==> src/rtl/wb_master_pkg.sv <==
// Shared definitions for the SDRAM Wishbone burst master:
// FSM encoding, byte-select constant and default ack timeout.
package wb_master_pkg;

    typedef enum logic [1:0] {
        IDLE = 2'd0,
        CYC  = 2'd1,
        STB  = 2'd2,
        GAP  = 2'd3
    } state_t;

    localparam logic [3:0]  SEL_ALL         = 4'hF;
    localparam int unsigned DEFAULT_TIMEOUT = 64;

endpackage

==> src/rtl/sdram_wb_master.sv <==
// Burst master: turns a user read/write burst request into one Wishbone
// cycle per word toward the SDRAM, with a per-word ack timeout.
module sdram_wb_master
    import wb_master_pkg::*;
#(
    parameter int unsigned TIMEOUT = DEFAULT_TIMEOUT
) (
    input  logic        CLK,
    input  logic        rst_n,
    input  logic        req_valid,
    output logic        req_ready,
    input  logic        req_we,
    input  logic [31:0] req_addr,
    input  logic [7:0]  req_len,
    input  logic [31:0] wr_data,
    output logic        wr_ready,
    output logic [31:0] rd_data,
    output logic        rd_valid,
    output logic        done,
    output logic        err,
    output logic        cyc_i,
    output logic        stb_i,
    output logic        we_i,
    output logic [3:0]  sel_i,
    output logic [31:0] addr_i,
    output logic [31:0] data_i,
    input  logic [31:0] data_o,
    input  logic        stall_o,
    input  logic        sdram_ack
);

    localparam int unsigned   TW       = $clog2(TIMEOUT + 1);
    localparam logic [TW-1:0] TMO_LAST = TW'(TIMEOUT - 1);

    state_t        state_q, state_d;
    logic          we_q;
    logic [7:0]    rem_q;
    logic [TW-1:0] tmo_q;

    logic accept, enter_cyc, acked, finish, abort, cap_wr, stb_wait;

    // Both a stalled strobe and a missing ack consume the timeout budget.
    assign stb_wait = stall_o | ~sdram_ack;
    // On the first word the direction is still on the request port, not latched.
    assign cap_wr   = enter_cyc & ((state_q == IDLE) ? req_we : we_q);
    assign sel_i    = SEL_ALL;

    always_ff @(posedge CLK or negedge rst_n) begin
        if (!rst_n) state_q <= IDLE;
        else        state_q <= state_d;
    end

    always_comb begin
        state_d   = state_q;
        accept    = 1'b0;
        enter_cyc = 1'b0;
        acked     = 1'b0;
        finish    = 1'b0;
        abort     = 1'b0;
        unique case (state_q)
            IDLE: begin
                if (req_valid) begin
                    accept = 1'b1;
                    if (req_len == 8'd0) begin
                        finish = 1'b1;
                    end else begin
                        state_d   = CYC;
                        enter_cyc = 1'b1;
                    end
                end
            end
            CYC: state_d = STB;
            STB: begin
                // Ack wins over a timeout expiring in the same cycle.
                if (sdram_ack) begin
                    acked   = 1'b1;
                    state_d = GAP;
                end else if (tmo_q == TMO_LAST) begin
                    abort   = 1'b1;
                    state_d = IDLE;
                end
            end
            GAP: begin
                if (rem_q != 8'd0) begin
                    state_d   = CYC;
                    enter_cyc = 1'b1;
                end else begin
                    finish  = 1'b1;
                    state_d = IDLE;
                end
            end
            default: state_d = IDLE;
        endcase
    end

    always_comb begin
        req_ready = (state_q == IDLE);
        cyc_i     = (state_q == CYC) || (state_q == STB);
        stb_i     = (state_q == STB);
        we_i      = cyc_i & we_q;
    end

    always_ff @(posedge CLK or negedge rst_n) begin
        if (!rst_n) begin
            we_q     <= 1'b0;
            rem_q    <= '0;
            tmo_q    <= '0;
            addr_i   <= '0;
            data_i   <= '0;
            rd_data  <= '0;
            rd_valid <= 1'b0;
            wr_ready <= 1'b0;
            done     <= 1'b0;
            err      <= 1'b0;
        end else begin
            done     <= finish | abort;
            err      <= abort;
            rd_valid <= acked & ~we_q;
            wr_ready <= cap_wr;

            if (state_q == STB) begin
                if (stb_wait) tmo_q <= tmo_q + TW'(1);
            end else begin
                tmo_q <= '0;
            end

            if (accept) begin
                we_q   <= req_we;
                rem_q  <= req_len;
                addr_i <= req_addr;
            end else if (enter_cyc) begin
                addr_i <= addr_i + 32'd1;
            end

            if (cap_wr) data_i <= wr_data;

            if (acked) begin
                rem_q <= rem_q - 8'd1;
                if (!we_q) rd_data <= data_o;
            end
        end
    end

endmodule

==> config.mk <==
export PLATFORM = sky130hd
export DESIGN_NAME = sdram_wb_master
export DESIGN_NICKNAME = d
export VERILOG_FILES = /design/src/rtl/wb_master_pkg.sv /design/src/rtl/sdram_wb_master.sv
export SDC_FILE = /design/constraint.sdc
export NUM_CORES = 1
export LEC_CHECK = 0
export CAP_MARGIN = 10
export CORE_AREA = 2 2 117 119
export CTS_CLUSTER_SIZE = 12
export DETAILED_ROUTE_END_ITERATION = 12
export DIE_AREA = 0 0 119 121
export PLACE_DENSITY = 0.8
export SYNTH_ARGS = -nofsm -noshare
export SYNTH_HDL_FRONTEND = slang
export SYNTH_SLANG_ARGS = --single-unit
export TNS_END_PERCENT = 20
==> constraint.sdc <==
create_clock -name CLK -period 2.8 [get_ports CLK]
set_input_delay 0.28 -clock CLK [delete_from_list [all_inputs] [get_ports CLK]]
set_output_delay 0.28 -clock CLK [all_outputs]
set_load 0.01 [all_outputs]
==> results.json <==
{
  "count_of_max_cap_constraint_violations": 0,
  "rsz0062_at_grt": "false",
  "post_cts_resized": 0,
  "critical_path_class": "reg2reg",
  "final-max-slew-violation-count": 0,
  "worstSkewPairLatency_ns": 0.42,
  "reg2regPathDepth": 6,
  "worst_hold_path_type": "in2async",
  "combinational_fraction_of_design_power_pct": 43.4,
  "clock_buffer_depth": 2,
  "post-route-drc-count": 0,
  "critical_path.top_delay_family": "compound AO/OA/AOI/OAI gates",
  "cts.root.buffer_cell": "clkbuf_16",
  "reg2reg_slack_ns": 0.38,
  "global_routing_usage_summed_across_all_routing_layers_pct": 24.0,
  "utilization_pct": 66.9,
  "internal_power_mw": 6.36,
  "synth_enable_flop_cells": 0,
  "core_area_um2": 13100,
  "worst_setup_path_start_kind": "register",
  "synth.avg_cell_area_um2": 11.1,
  "clock_transition_at_the_registers_of_the_reported_paths_ns": 0.06,
  "fin_nets": 858,
  "ys_ff_latch": 118,
  "drt-initial-drc-count": 424,
  "ant_nets": 0,
  "grt_pass1_wl_um": 26900,
  "timing.final.setup_violations": 0,
  "via_count_of_the_first_global_routing_pass": 5106,
  "post-cts-setup-buffer-count": 0,
  "globalplace.congestion": 0.896,
  "dieArea_um2": 14400,
  "max_ir_drop_vdd_v": 0.000663,
  "hold_buffers": 1,
  "fin_worst_skew_ns": 0.00804,
  "max_freq_mhz": 413,
  "rows": 42,
  "overflow": 0,
  "cp_arrival_ns": 2.75,
  "dominantRegCellSynth": "dfrtp_1",
  "timing_worst_slew_pin_value_ns": 0.850,
  "mappedNetlistArea_um2": 5800,
  "dp_worst_setup_slack_ns": 0.419,
  "drt-vias-per-instance": 5.53,
  "switchingPower_mw": 3.40,
  "powerDensity_nw_per_um2": 1120,
  "power.total_mw": 9.76,
  "vias": 5148,
  "antenna_found_initial": 0,
  "fill_cells": 979,
  "die_height_um": 121,
  "seq_power_share_pct": 33.2,
  "worstSetupStartpoint": "rem_q[0]",
  "setup_ws_ns": 0.379,
  "post_route_minimum_period_ns": 2.42,
  "x_dimension_of_the_die_um": 119,
  "cts_htree_levels": 4,
  "num_io_pins": 218,
  "detail_route.first_pass.iterations": 5,
  "clock_tree_from_tritoncts": "done",
  "endpoint_kind": "register",
  "syn-instance-count": 524,
  "cts_buffers": 17,
  "worstPathRequired_ns": 3.13,
  "cp_cell_sequence": "inv_1, ha_1, or3b_2, o21ai_2, o21ai_0, a31oi_1",
  "hold_viol": 0,
  "worst_r2r_endpoint": "addr_i[15]",
  "routed_wire_length_per_instance_um": 18.4,
  "slowest_delay_ns": 0.63,
  "cts_sinks": 118,
  "initial_utilization_pct": 44.3,
  "grt_start_max_net_pins": 76,
  "setup_total_negative_slack_ns": 0,
  "status": "completed",
  "synth.distinct_cells": 64,
  "io_buffer_count": 213,
  "antennaDiodeCount": 0,
  "worst_slew_margin_rel_pct": 42.9,
  "detail_route.wirelength_um": 17100,
  "layout-area-overhead-vs-synth_pct": 50.9,
  "synth.yosys.warnings": 0,
  "synth_sequential_area_ratio_pct": 50.9,
  "worst_path_max_delay_cell": "o21ai_2",
  "cp_max_fo": 21,
  "cp.buffers_inverters": 1,
  "layout_worst_path_cycle_share_pct": 86.5,
  "power.clock.fraction_pct": 23.4,
  "proportion_of_layout_cells_with_a_drive_suffix_above_1_pct": 16.6,
  "leakage_nw": 3.48,
  "regToRegStartpoint": "rem_q[0]",
  "dpl_hpwl_um": 12400,
  "power.switching_fraction_pct": 34.8,
  "ys_async_sr_fraction_pct": 100
}
==> per-layer routing <==
metal  global-route usage (%)  part of all wire, %  vias up
met5                        0                    0        -
met1                     30.2                   40     2513
li1                         -                    -     2394
met3                     5.22                  6.3       31
met4                     10.9                  3.1        0
met2                     39.8                   50      210
==> synth_stat cells (4+ instances only) <==
cell type  instances  area (um^2)
buf_4              4         30.0
ha_1               6         75.1
a21oi_1           10         50.1
xor2_1             6         52.6
and2_1             8         50.1
a31o_2             4         35.0
xnor2_1            5         43.8
nand2_1           31          116
or4_1             14          105
o2111ai_1          4         35.0
a31oi_1           23          144
or3_1             10         62.6
a211o_1            5         43.8
nand4_1           18          113
nand3_1           13         65.1
o21ai_0           14         70.1
buf_2              4         20.0
mux2_2            64          721
nor3_1             6         30.0
o31ai_1           11         82.6
buf_6              5         56.3
and3_1             4         25.0
inv_1             14         52.6
clkbuf_1          14         52.6
nor4_1             6         37.5
dfrtp_1          118         2950
o211ai_1           7         52.6
nor2_1            44          165
==> power groups by stage <==
stage                     registers [mW]  clock network (mW)  logic [mW]
after floorplan                     3.41                   0        1.80
after CTS                           3.23                2.31        4.26
final                               3.24                2.29        4.24
after global placement              3.18                   0        4.13
after detailed placement            3.25                   0        4.24
after global routing                3.35                2.39        4.55
==> cell families (layout without fill, tap and decap cells) <==
logic type	after synthesis	after routing	share of synthesized area (%)
AOI/OAI and AO/OA	103	103	12.5
xor gates and xnor gates	11	11	1.66
adders and majority gates	6	6	1.29
buffers and inverters	42	270	3.71
DFF	118	118	50.9
muxes	66	66	12.8
other	1	4	0.0647
and+or+nand+nor	177	177	17.1
==> layout make-up <==
type / instances / area [um^2] / area share, %
sequential: 118 / 2950 / 33.7
multi-input combinational: 367 / 2650 / 30.3
timing repair buffer: 223 / 2240 / 25.7
clock buffer: 21 / 480 / 5.49
tap: 176 / 220 / 2.52
clock inverter: 11 / 146 / 1.67
inverter: 15 / 56.3 / 0.644
==> through the flow <==
stage	cells	area [um^2]	hold slack, ns
floorplan	527	5810	-0.0156
global placement	898	8110	0.329
detailed placement	898	8110	0.335
CTS	931	8750	0.427
global route	931	8750	0.452
finish	931	8750	0.424
==> worst max-delay path by stage <==
stage,slack [ns],cells after the start,to
2_1_floorplan,0.66,7,addr_i[23]
3_3_place_gp,0.47,6,data_i[30]
3_5_place_dp,0.42,6,addr_i[15]
4_1_cts,0.40,6,addr_i[15]
5_1_grt,0.21,6,addr_i[15]
6_report,0.38,6,addr_i[15]
==> flip-flops by register name, summed over array words and instances, names as in the netlist <==
signal	flops
addr_i	32
tmo_q	7
rd_valid	1
state_q	2
rd_data	32
done	1
wr_ready	1
we_q	1
data_i	32
rem_q	8
err	1
==> worst reg2reg max path: stages, from the launching register on <==
cell and delay [ns]:
dfrtp_1 0.40, inv_1 0.07, ha_1 0.22, or3b_2 0.59, o21ai_2 0.63, o21ai_0 0.22, a31oi_1 0.20
==> placed cells by master (no fill, tap or decap), types with 5 or more instances in the layout <==
cell type        count
a31oi_1             23
and2_1               8
clkinvlp_4           5
nand2_1             31
xor2_1               6
inv_1               14
a211o_1              5
nor2_1              43
nand3_1             13
xnor2_1              5
buf_4                7
mux2_2              64
o211ai_1             7
ha_1                 6
a21oi_1             10
clkbuf_16           17
nor4_1               6
o21ai_0             14
or4_1               14
o31ai_1             11
nand4_1             18
or3_1               10
clkdlybuf4s50_1    212
dfrtp_1            118
nor3_1               6
Power figures use the tool's default switching activity.
